**config.mk**
```make
export PLATFORM = sky130hd
export DESIGN_NAME = csr_file
export DESIGN_NICKNAME = d
export VERILOG_FILES = /design/src/rtl/csr_file_pkg.sv /design/src/rtl/csr_file_alu.sv /design/src/rtl/csr_file.sv
export SDC_FILE = /design/constraint.sdc
export NUM_CORES = 1
export LEC_CHECK = 0
export BUFFER_PORTS_ARGS = -buffer_cell sky130_fd_sc_hd__buf_2
export CAP_MARGIN = 40
export CELL_PAD_IN_SITES_DETAIL_PLACEMENT = 1
export CELL_PAD_IN_SITES_GLOBAL_PLACEMENT = 2
export CORE_ASPECT_RATIO = 0.9
export CORE_MARGIN = 1.5
export CORE_UTILIZATION = 39
export CTS_CLUSTER_SIZE = 28
export DETAILED_ROUTE_END_ITERATION = 6
export GPL_TIMING_DRIVEN = 0
export PLACE_DENSITY_LB_ADDON = 0.1
export REMOVE_ABC_BUFFERS = 1
export SYNTH_ARGS = -nofsm -noshare
export SYNTH_HDL_FRONTEND = slang
export SYNTH_SLANG_ARGS = --single-unit
```
**constraint.sdc**
```tcl
create_clock -name clk -period 4.45 [get_ports clk]
set_clock_uncertainty 0.05 [all_clocks]
set_input_delay 0 -clock clk [delete_from_list [all_inputs] [get_ports clk]]
set_output_delay 0 -clock clk [all_outputs]
set_load 0.02 [all_outputs]
```
**src/rtl/csr_file_pkg.sv**
```systemverilog
// rtl/csr_file_pkg.sv - shared opcode, op_type and CSR address constants
package csr_file_pkg;

    localparam logic [6:0] OPC_SYSTEM = 7'b1110011;

    localparam logic [5:0] OP_CSRRW  = 6'd40;
    localparam logic [5:0] OP_CSRRS  = 6'd41;
    localparam logic [5:0] OP_CSRRC  = 6'd42;
    localparam logic [5:0] OP_CSRRWI = 6'd43;
    localparam logic [5:0] OP_CSRRSI = 6'd44;
    localparam logic [5:0] OP_CSRRCI = 6'd45;

    localparam logic [11:0] CSR_MSTATUS   = 12'h300;
    localparam logic [11:0] CSR_MTVEC     = 12'h305;
    localparam logic [11:0] CSR_MSCRATCH  = 12'h340;
    localparam logic [11:0] CSR_MEPC      = 12'h341;
    localparam logic [11:0] CSR_MCAUSE    = 12'h342;
    localparam logic [11:0] CSR_MVENDORID = 12'hF11;
    localparam logic [11:0] CSR_MARCHID   = 12'hF12;
    localparam logic [11:0] CSR_MIMPID    = 12'hF13;
    localparam logic [11:0] CSR_MHARTID   = 12'hF14;

    localparam logic [31:0] MSTATUS_RST_DEFAULT = 32'h0000_1800;

    function automatic logic is_csr_op(input logic [5:0] op);
        return (op == OP_CSRRW)  || (op == OP_CSRRS)  || (op == OP_CSRRC) ||
               (op == OP_CSRRWI) || (op == OP_CSRRSI) || (op == OP_CSRRCI);
    endfunction

endpackage

```
**src/rtl/csr_file_alu.sv**
```systemverilog
// rtl/csr_file_alu.sv - Zicsr operand select and RW/RS/RC merge
module csr_alu
    import csr_file_pkg::*;
#(
    parameter int XLEN = 32
) (
    input  logic [5:0]      op_type,
    input  logic [XLEN-1:0] old_val,
    input  logic [XLEN-1:0] rs1_val,
    input  logic [4:0]      zimm,
    output logic [XLEN-1:0] new_val
);

    logic [XLEN-1:0] src;
    logic            imm_form;

    always_comb begin
        imm_form = (op_type == OP_CSRRWI) || (op_type == OP_CSRRSI) || (op_type == OP_CSRRCI);
        src      = imm_form ? {{(XLEN-5){1'b0}}, zimm} : rs1_val;
        new_val  = old_val;
        case (op_type)
            OP_CSRRW, OP_CSRRWI: new_val = src;
            OP_CSRRS, OP_CSRRSI: new_val = old_val | src;
            OP_CSRRC, OP_CSRRCI: new_val = old_val & ~src;
            default:             new_val = old_val;
        endcase
    end

endmodule

```
**src/rtl/csr_file.sv**
```systemverilog
// rtl/csr_file.sv - machine-mode CSR file, combinational read, edge-committed RMW
module csr_file
    import csr_file_pkg::*;
#(
    parameter int          XLEN        = 32,
    parameter logic [31:0] MSTATUS_RST = 32'h0000_1800
) (
    input  logic            clk,
    input  logic            rstn,
    input  logic [6:0]      opcode,
    input  logic [5:0]      op_type,
    input  logic [31:0]     imme,
    input  logic [XLEN-1:0] reg_data_rs1,
    output logic [XLEN-1:0] csr_rd_data
);

    logic [11:0]     addr;
    logic [4:0]      zimm;
    logic            we;
    logic [XLEN-1:0] new_val;

    logic [XLEN-1:0] mstatus;
    logic [XLEN-1:0] mtvec;
    logic [XLEN-1:0] mscratch;
    logic [XLEN-1:0] mepc;
    logic [XLEN-1:0] mcause;

    logic unused_imme;
    assign unused_imme = ^imme[31:17];

    assign addr = imme[16:5];
    assign zimm = imme[4:0];
    assign we   = (opcode == OPC_SYSTEM) && is_csr_op(op_type);

    // Read-only ID registers and unimplemented addresses all fall into default.
    always_comb begin
        csr_rd_data = '0;
        case (addr)
            CSR_MSTATUS:  csr_rd_data = mstatus;
            CSR_MTVEC:    csr_rd_data = mtvec;
            CSR_MSCRATCH: csr_rd_data = mscratch;
            CSR_MEPC:     csr_rd_data = mepc;
            CSR_MCAUSE:   csr_rd_data = mcause;
            default:      csr_rd_data = '0;
        endcase
    end

    csr_alu #(.XLEN(XLEN)) u_alu (
        .op_type (op_type),
        .old_val (csr_rd_data),
        .rs1_val (reg_data_rs1),
        .zimm    (zimm),
        .new_val (new_val)
    );

    // rstn is active-high here; it wins over a same-cycle write.
    always_ff @(posedge clk) begin
        if (rstn) begin
            mstatus  <= MSTATUS_RST[XLEN-1:0];
            mtvec    <= '0;
            mscratch <= '0;
            mepc     <= '0;
            mcause   <= '0;
        end else if (we) begin
            case (addr)
                CSR_MSTATUS:  mstatus  <= new_val;
                CSR_MTVEC:    mtvec    <= new_val;
                CSR_MSCRATCH: mscratch <= new_val;
                CSR_MEPC:     mepc     <= new_val;
                CSR_MCAUSE:   mcause   <= new_val;
                default:      ;
            endcase
        end
    end

endmodule

```
Word-level counts from Yosys, hierarchy flattened:

Index checks and enable logic that the tools add are counted.

* bits in registers: 160
* bits in latches: 0
* RAM bits: 0
* memory bits (read-only): 0
* memories kept: 0

* $add $sub $neg: 0
* $mul: 0
* div/mod/pow operators: 0
* order comparisons: 0
* equality and inequality tests: 12
* shift-type cells: 0
* mux-type cells: 3
* bitwise gates (word level): 3
* reduce and logical (&&, ||, !) cells: 16

Operators with widths (number)
* $pmux 32 s5: 1
* $pmux 32 s3: 1
* $eq 12x10->1 const B: 5
* $eq 6x6->1 const B: 6
* $and 32x32->32: 1
* $mux 32: 1
* $not 32->32: 1
* $or 32x32->32: 1
* $reduce_and 2->1: 5
* $eq 7x7->1 const B: 1
* $logic_or 1x1->1: 7
* $reduce_or 2->1: 3
* $logic_and 1x1->1: 1

Logic depth before layout (Yosys ltp):

* depth in word-level cells: 8
* depth in mapped cells: 9

Cells and area by module:

A second synthesis with hierarchy kept.

* cells, all modules: 897
* area, all modules: 8614.5 um^2

By module, submodules not included
* csr_file: instances 1, cells an instance 733, area each 7548.5 um^2, sequential area each 3203.1 um^2
* csr_alu: instances 1, cells an instance 164, area each 1066.0 um^2, sequential area each 0.0 um^2

Worst setup path after synthesis:

OpenSTA, ideal clock, no wires.

* path type: input to register
* from: input port imme[6]
* to: register mcause[26]
* library setup time: 0.132 ns
* data arrival time: 1.642 ns
* required time: 4.268 ns
* setup slack: 2.626 ns
* cell stages on the path: 7
* cells stage by stage: buf_4 -> buf_2 -> mux2_2 -> a32oi_1 -> o221ai_1 -> a22oi_1 -> o21ai_0

* cells in the longest elaborated chain, start to end: 4
* elaborated cells between the ends (all ways): 10
* those cells by class: 5 x eq/ne; 2 x mux; 2 x bitwise; 1 x reduce/logical

Ends and longest elaborated chain
* start, declared: RTL line csr_file.sv:12 `input logic [31:0] imme,`
* $eq 12x10->1: RTL line csr_file.sv:38 `case (addr)`
* $pmux 32 s5 (*): RTL line csr_file.sv:38
* net csr_rd_data[26]: RTL line csr_file.sv:14 `output logic [XLEN-1:0] csr_rd_data`
* $and 32x32->32 or $or 32x32->32 (tied branches): RTL line csr_file_alu.sv:24, csr_file_alu.sv:23
* $pmux 32 s3 (*): RTL line csr_file_alu.sv:21 `case (op_type)`
* end signal, assigned: RTL line csr_file.sv:70 `CSR_MCAUSE: mcause <= new_val;`
* end, declared: RTL line csr_file.sv:26 `logic [XLEN-1:0] mcause;`

The timed path passes the listed nets; every way through them passes the cells marked *.
A chain may end at the register's enable or synchronous reset.

Final worst setup path:

* from: input port imme[6]
* to: register mcause[2]

* cells in the longest elaborated chain, start to end: 4
* elaborated cells between the ends (all ways): 10
* those cells by class: 5 x eq/ne; 2 x mux; 2 x bitwise; 1 x reduce/logical

Ends and longest elaborated chain (RTL line)
* $eq 12x10->1 (on tied branches): csr_file.sv:38, csr_file.sv:65
* $pmux 32 s5: csr_file.sv:38
* $and 32x32->32 or $or 32x32->32 (tied branches): csr_file_alu.sv:24, csr_file_alu.sv:23
* $pmux 32 s3: csr_file_alu.sv:21

Several ways; a longest one is shown, not always the timed one.

==> impl_results.md <==
- Sink Count: 160
- DR top layer: met4
- CP required: 4.70 ns
- Cell total after placement: 1,360
- Min Tclk post-route: 2.87 ns
- Vias in the first global route: 8,733
- Die ar.: 24,100 sq um
- Peak supply drop: 0.000191 V
- Non-Filler Instances: 1,412
- Synth async-reset ratio: 0
- Slew Limit Fails: 0
- Synth Instances: 1,045
- Via-to-Cell Ratio: 6.08
- CP arrival: 3.12 ns
- Pwr Total: 0.00314 W
- GP Congestion: 0.735
- Worst path cell trace: buf_2 -> nor4b_4 -> and3_1 -> and2_1 -> buf_16 -> mux2i_1 -> nor3_1
- Synth Register Bits: 160
- I/O Pins: 111
- Outcome: finished with violations
- 1st-iter DRT viols: 662
- HPWL Detailed: 21,100 um
- Worst-Margin Slew: 0.865 ns
- Tot GR Track Use: 0.277
- Initial Util: 0.400
- Pwr dens: 297 nW/um^2
- CTS hold repair buffers: 19
- Worst hold slack: -0.00256 ns
- Routed WL: 32,800 um
- # resized after CTS: 0
- Post-Syn Area: 9060 sq um
- Number of flops mapped to enable cells by yosys: 0
- CP max FO: 22
- CTS tree: done
- Setup crit start kind: primary input
- Crit. End Element: flip-flop
- Crit path buf inv count: 2
- Total CTS buffers: 17
- Synth unique cells: 68
- RSZ-0062 raised after global routing: false
- I/O Buffers: 95
- Most common cell after layout, fill and taps aside: dfxtp_1
- Seq/Total Area, Yosys: 0.354
- Final ANT Viol Nets: 0
- Period utilization: 0.645
- Vias: 8,583
- Mean Syn Cell Area: 8.67 sq um
- Clock slew seen by the registers of the worst setup and hold paths: 0.07 ns
- Layout cells sized above 1: 0.220
- Met3 routed WL: 1530 um
- Largest net degree at the start of global routing: 111
- Max Freq: 0.348 GHz
- Max_cap viols: 0
- Worst hold path class: in2reg
- GRT Residual Overflow: 0
- Worst skew pair latency: 0.44 ns
- Remaining DRCs: 0
- First-pass GRT wire length: 51,200 um
- Fin. Hold Viols: 1
- CTS max path bufs: 2
- N_diodes: 0
- Area Overhead vs Synth: 16.5%
- Most used DFF post-synth: dfxtp_1
- Final setup violation count: 0
- Slew HR: 0.417
- Cell Rows: 52
- Setup TNS: 0 ns
- Met1 WL: 15,900 um
- Commonest cells after routing, fill and taps aside: dfxtp_1 (160), buf_2 (95), nor2_1 (90), a211oi_1 (79), o21ai_0 (56)
- Final instance area: 10,600 sq um
- Failing checks: negative hold slack
- Post-CTS setup repair buffer count: 0
- Pre-antenna DRT Iters: 5
- Family with the most delay on the worst path: simple AND/OR/NAND/NOR gates
- Clock Root Buffer: clkbuf_16
- Leakage power: 3.53 nW
- Yosys warns: 0
- Routed WL per cell: 23.2 um
- Crit Path Class: in2reg
- Core area: 22,600 sq um
- Die height: 148 um
- Met2 WL post-DR: 14,800 um
- H-Tree Depth: 4
- Die Wd: 164 um
- Critical Path Slowest Stage Cell: nor4b_4
- Net count, final: 1,181
- Area post-placement: 9780 sq um
- Initial antenna violation count: 0
- Slowest stage delay, CP: 0.75 ns
==> final timing paths <==
check / cells after the start / to / start / slack, ns
setup / recovery: 7 / mcause[2]$_SDFFE_PP0P_ / imme[6] / 1.58
hold / removal: 2 / mtvec[23]$_SDFFE_PP0P_ / rstn / -0.003
setup reg to reg: 5 / mepc[3]$_SDFFE_PP0P_ / mepc[3]$_SDFFE_PP0P_ / 2.57
hold reg to reg: 2 / mstatus[0]$_SDFFE_PP0P_ / mstatus[0]$_SDFFE_PP0P_ / 0.40
==> cell families after synthesis <==
group / Yosys count / synth area share
buf+inv: 118 / 0.0682
mux: 51 / 0.0612
compound gates: 359 / 0.287
flops: 160 / 0.354
simple gates: 357 / 0.230
==> metal layers <==
| metal | vias up | GRT usage |
|---|---|---|
| met5 | - | 0 |
| met4 | 0 | 0.0732 |
| met3 | 34 | 0.0438 |
| met2 | 232 | 0.422 |
| met1 | 4279 | 0.405 |
| li1 | 4038 | - |
==> state kept, by name (all words and copies together) (netlist names) <==
| signal | cells |
|---|---|
| mcause | 32 |
| mepc | 32 |
| mscratch | 32 |
| mstatus | 32 |
| mtvec | 32 |
==> power breakdown <==
part / leakage, nW / internal (W) / switching, W
logic: 1.96 / 0.0000898 / 0.000152
clock network: 0.277 / 0.000786 / 0.000677
registers: 1.29 / 0.00143 / 0.000000000152
total: 3.53 / 0.00231 / 0.000829
==> cell type report <==
cell class | instances | area [sq um]
clock buffers | 17 | 425
clock inverters | 15 | 149
fillers | 2684 | 12100
inverters | 14 | 52.6
multi-input cells | 767 | 5270
flip-flops and latches | 160 | 3200
well taps | 297 | 372
repair buffers | 142 | 1090
==> synthesized netlist by cell type (all sizes together) (3+ instances only) <==
| master | n | share of area |
|---|---|---|
| nand2 | 47 | 0.020 |
| and2 | 23 | 0.016 |
| or2 | 11 | 0.0076 |
| nor3 | 17 | 0.014 |
| nand4 | 14 | 0.0097 |
| buf | 59 | 0.044 |
| nand3 | 17 | 0.011 |
| mux2i | 16 | 0.018 |
| o21a | 15 | 0.012 |
| o211ai | 7 | 0.0058 |
| and3 | 11 | 0.0076 |
| nand3b | 55 | 0.046 |
| o31ai | 22 | 0.022 |
| o2bb2ai | 3 | 0.0029 |
| a21o | 3 | 0.0025 |
| nand2b | 32 | 0.022 |
| nor2 | 91 | 0.038 |
| nor3b | 3 | 0.0025 |
| o311ai | 12 | 0.012 |
| a21oi | 53 | 0.029 |
| or3 | 10 | 0.0069 |
| a221oi | 13 | 0.015 |
| nor2b | 8 | 0.0055 |
| inv | 14 | 0.0058 |
| a211oi | 83 | 0.071 |
| o21bai | 4 | 0.0033 |
| o21ai | 64 | 0.035 |
| nor4 | 6 | 0.0048 |
| a32oi | 14 | 0.014 |
| a22oi | 28 | 0.024 |
| mux2 | 35 | 0.044 |
| dfxtp | 160 | 0.35 |
| o221ai | 9 | 0.0087 |
| nor4b | 5 | 0.011 |
| o22a | 12 | 0.012 |
| a31o | 3 | 0.0029 |
| a31oi | 4 | 0.0028 |
| clkbuf | 45 | 0.019 |
==> stage by stage <==
stage / worst slack, ns / util
after CTS: 1.58 / 0.466
final: 1.58 / 0.466
after global routing: 1.47 / 0.466
after detailed placement: 1.14 / 0.432
after global placement: -1.99 / 0.412
after floorplan: 1.55 / -
(Power assumes the default switching activity.)
